--- config.mk ---
export PLATFORM = sky130hd
export DESIGN_NAME = retire_err_recorder
export DESIGN_NICKNAME = d
export VERILOG_FILES = /design/src/rtl/retire_stream_checker_pkg.sv /design/src/rtl/retire_stream_checker_recorder.sv
export SDC_FILE = /design/constraint.sdc
export NUM_CORES = 1
export LEC_CHECK = 0
export ABC_AREA = 1
export CELL_PAD_IN_SITES_DETAIL_PLACEMENT = 0
export CELL_PAD_IN_SITES_GLOBAL_PLACEMENT = 1
export CORE_UTILIZATION = 32
export CTS_CLUSTER_SIZE = 28
export DETAILED_ROUTE_END_ITERATION = 8
export GPL_ROUTABILITY_DRIVEN = 0
export PLACE_DENSITY = 0.95
export REMOVE_ABC_BUFFERS = 1
export SYNTH_ARGS = -nofsm -noshare
export SYNTH_HDL_FRONTEND = slang
export SYNTH_SLANG_ARGS = --single-unit
--- constraint.sdc ---
create_clock -name clk -period 2.8 [get_ports clk]
set_clock_uncertainty 0.05 [all_clocks]
set_input_delay 0.56 -clock clk [delete_from_list [all_inputs] [get_ports clk]]
set_output_delay 0.56 -clock clk [all_outputs]
set_load 0.05 [all_outputs]
--- src/rtl/retire_stream_checker_pkg.sv ---
// Shared types and constants for the retire-stream checker.
package retire_stream_checker_pkg;

    typedef enum logic [1:0] {
        ERR_NONE     = 2'd0,
        ERR_MISALIGN = 2'd1,
        ERR_ONEHOT   = 2'd2,
        ERR_PC_SEQ   = 2'd3
    } err_code_e;

    typedef enum logic {
        SEQ_SYNC  = 1'b0,
        SEQ_TRACK = 1'b1
    } seq_state_e;

    localparam int STEP_HALF = 2;
    localparam int STEP_WORD = 4;

endpackage

--- src/rtl/retire_stream_checker_recorder.sv ---
// retire_err_recorder: sticky error flags, saturating error counter,
// first-error capture and clear handling for the retire checker.
module retire_err_recorder
    import retire_stream_checker_pkg::*;
#(
    parameter int XLEN  = 32,
    parameter int CNT_W = 8
) (
    input  logic             clk,
    input  logic             cpu_rst,
    input  logic             clear,
    input  logic             bad_misalign,
    input  logic             bad_onehot,
    input  logic             bad_pc_seq,
    input  logic [XLEN-1:0]  pc,
    output logic             err_misalign,
    output logic             err_onehot,
    output logic             err_pc_seq,
    output logic             err_pulse,
    output logic [CNT_W-1:0] err_count,
    output logic [XLEN-1:0]  first_err_pc,
    output logic [1:0]       first_err_code
);

    localparam logic [CNT_W-1:0] CNT_MAX = '1;

    logic      any_err;
    err_code_e code;
    err_code_e first_code_q;

    assign any_err = bad_misalign | bad_onehot | bad_pc_seq;

    always_comb begin
        code = ERR_NONE;
        if (bad_misalign)    code = ERR_MISALIGN;
        else if (bad_onehot) code = ERR_ONEHOT;
        else if (bad_pc_seq) code = ERR_PC_SEQ;
    end

    always_ff @(posedge clk) begin
        if (cpu_rst) begin
            err_misalign <= 1'b0;
            err_onehot   <= 1'b0;
            err_pc_seq   <= 1'b0;
            err_pulse    <= 1'b0;
            err_count    <= '0;
            first_err_pc <= '0;
            first_code_q <= ERR_NONE;
        end else begin
            err_pulse <= any_err;
            // A same-cycle error beats clear: restart the record from this retire.
            if (any_err && clear) begin
                err_misalign <= bad_misalign;
                err_onehot   <= bad_onehot;
                err_pc_seq   <= bad_pc_seq;
                err_count    <= CNT_W'(1);
                first_err_pc <= pc;
                first_code_q <= code;
            end else if (any_err) begin
                err_misalign <= err_misalign | bad_misalign;
                err_onehot   <= err_onehot | bad_onehot;
                err_pc_seq   <= err_pc_seq | bad_pc_seq;
                if (err_count != CNT_MAX)
                    err_count <= err_count + CNT_W'(1);
                if (first_code_q == ERR_NONE) begin
                    first_err_pc <= pc;
                    first_code_q <= code;
                end
            end else if (clear) begin
                err_misalign <= 1'b0;
                err_onehot   <= 1'b0;
                err_pc_seq   <= 1'b0;
                err_count    <= '0;
                first_err_pc <= '0;
                first_code_q <= ERR_NONE;
            end
        end
    end

    assign first_err_code = first_code_q;

endmodule

==> flow_metrics.tcl <==
set metrics [dict create \
    status "completed" \
    setup_viol 0 \
    via_per_inst 5.03 \
    die_width_microns 80.5 \
    routedWlPerCell_microns 13.5 \
    synth-edff-count 0 \
    fmax_mhz 459 \
    ys_seq_area_share_pct 46.7 \
    cts_resized 0 \
    synth-seq-cells 46 \
    regArea_sq_um 921 \
    synth.distinct_cells 22 \
    syn_inst 248 \
    synthTopCellsByArea "dfxtp_1 (47%), nand3_1 (19%), a21oi_1 (11%)" \
    placed_area_sq_um 2810 \
    dp_hpwl_microns 3780 \
    critPathBufInv 1 \
    synthTopCellsByCount "nand3_1 (76), dfxtp_1 (46), a21oi_1 (42)" \
    cts_setup_buffers 0 \
    multi_input_area_sq_um 878 \
    groute.layer.met3.usage_pct 3.75 \
    maxCapViolCount 0 \
    drive_gt1_share_pct 8.62 \
    cts_made_buffers 5 \
    crit_path_end_kind "output port" \
    cts.sinks 46 \
    layout_setup_ws_ns 0.624 \
    core-area_sq_um 5920 \
    num_antenna_cells 0 \
    grt_pass1_wl_microns 8140 \
    htreeDepth 2 \
    critPathSlowestCell "clkdlybuf4s50_1" \
    leakagePower_nw 1.09 \
    num_vias 2013 \
    drtIter0Drc 128 \
    crit_chain "clkdlybuf4s50_1" \
    grt_pass1_vias 1742 \
    floorplan.rows 28 \
    wl_microns 5400 \
    globalRouteMet1Util_pct 19.7 \
    grtUsageTotal_pct 16.3 \
    antenna_found_initial 0 \
    dr.pass1.iters 5 \
    rsz0062_at_grt "false" \
    worstPathRequired_ns 2.19 \
    fp.dieH_microns 80.5 \
    dp_slack_ns 0.443 \
    yosysMostFrequentCell "nand3_1" \
    synthFlopType "dfxtp_1" \
    p_per_area_nw_per_um2 544 \
    async_flop_share_pct 0 \
    grt_max_degree 36 \
    synth.top_cell.area_share_pct 46.7 \
    cts_tree "yes" \
    fin_cells 400 \
    ir_drop_uv 273 \
    cts.path.max_buffers 2 \
    slew_violations 0 \
    critical-path-top-delay-family "buffers and inverters" \
    path_clk_slew_ns 0.09 \
    post-route-cell-area_sq_um 2900 \
    worstPathArrival_ns 1.57 \
    yosys.area.top_type "dfxtp_1" \
    period_share_pct 77.7 \
    cts_hold_buf 0 \
    netlist_area_sq_um 1970 \
    path_max_fanout 6 \
    io_pins 84 \
    fin_crit_ns 2.18 \
    ys_warn_count 0 \
    use_met2_pct 27.8 \
    gr-total-overflow 0 \
    portBuffers 83 \
    area_growth_pct 47.2 \
    initial_core_util_pct 33.3 \
    start_kind "flop" \
    dpl.cell_count 392 \
    avgSynthCellArea_sq_um 7.95 \
    hold_viol 0 \
    num-fill-cells 581 \
    ant_nets 0 \
    finalSetupTns_ns 0 \
    clock-root-buffer "clkbuf_8" \
    fp.dieArea_sq_um 6480 \
    nNetsFinal 363 \
    grt.busiest_layer "met2" \
    worstMarginPinSlew_ns 0.536 \
    min_path_type "flop to flop" \
    drcViolationCount 0 \
    slew_headroom_pct 64.1 \
    path_class "flop to output port" \
    clk_latency_ns 0.29 \
    slowest_delay_ns 0.84 \
]
[worst min-delay path, cell delays in order (launching register included)]
cell	delay [ns]
dfxtp_1	0.32
nand2_1	0.06
a21oi_1	0.05
[cell families after synthesis]
family | synth area share (%)
buffers and inverters | 8.70
adder cells (fa/ha/maj) | 0.635
AND/OR/NAND/NOR | 30.9
AO/OA/AOI/OAI | 13.0
flip-flops | 46.7
[report_power, final]
part | switching (mW) | total (mW) | internal (mW) | leakage [nW]
Combinational | 0.279 | 0.438 | 0.160 | 0.663
Sequential | 0.0246 | 0.723 | 0.698 | 0.380
Clock | 0.237 | 0.418 | 0.180 | 0.0447
Total | 0.540 | 1.58 | 1.04 | 1.09
[worst paths after layout]
kind                            depth (start not counted)                           start  slack (ns)                              to
worst min register to register                          2       err_misalign$_SDFFE_PP0P_        0.42       err_misalign$_SDFFE_PP0P_
worst max-delay path                                    1       err_count[2]$_SDFFE_PP0P_        0.62                    err_count[2]
worst min-delay path                                    2       err_misalign$_SDFFE_PP0P_        0.42       err_misalign$_SDFFE_PP0P_
worst max register to register                          5  first_err_code[0]$_SDFFE_PP0P_        1.20  first_err_code[1]$_SDFFE_PP0P_
[flip-flops by register name, summed over array words and instances, names as in the netlist]
name,cells
err_count,8
err_misalign,1
err_onehot,1
err_pc_seq,1
err_pulse,1
first_err_code,2
first_err_pc,32
[metal layers]
| layer | vias up | wire length (microns) |
|---|---|---|
| li1 | 1006 | - |
| met1 | 917 | 2320 |
| met2 | 84 | 2610 |
| met3 | 6 | 380 |
| met4 | 0 | 92 |
| met5 | - | 0 |
[placed cells by master, fill, tap and decap left out, types with 5 or more instances in the layout]
| master | n |
|---|---|
| nor2_1 | 11 |
| dfxtp_1 | 46 |
| inv_1 | 10 |
| nand3_1 | 76 |
| buf_4 | 5 |
| clkdlybuf4s50_1 | 83 |
| a21oi_1 | 42 |
| nand2_1 | 18 |
| nand2_2 | 5 |
| clkbuf_8 | 5 |
[metrics by stage]
stage          utilization, %  hold slack (ns)  total power [mW]
5_1_grt                  49.0            0.432              1.66
4_1_cts                  49.0            0.424              1.60
2_1_floorplan               -            0.579             0.992
3_3_place_gp             47.4            0.404              1.17
3_5_place_dp             47.4            0.406              1.18
6_report                 49.0            0.423              1.58
[area by class of cell]
| class | count | share of cell area [%] |
|---|---|---|
| Clock buffer | 5 | 2.37 |
| Timing Repair Buffer | 88 | 29.9 |
| Sequential cell | 46 | 31.8 |
| Clock inverter | 3 | 0.863 |
| Inverter | 12 | 1.55 |
| Multi-Input combinational cell | 171 | 30.3 |
| Tap cell | 75 | 3.24 |
Power figures use the tool's default switching activity.
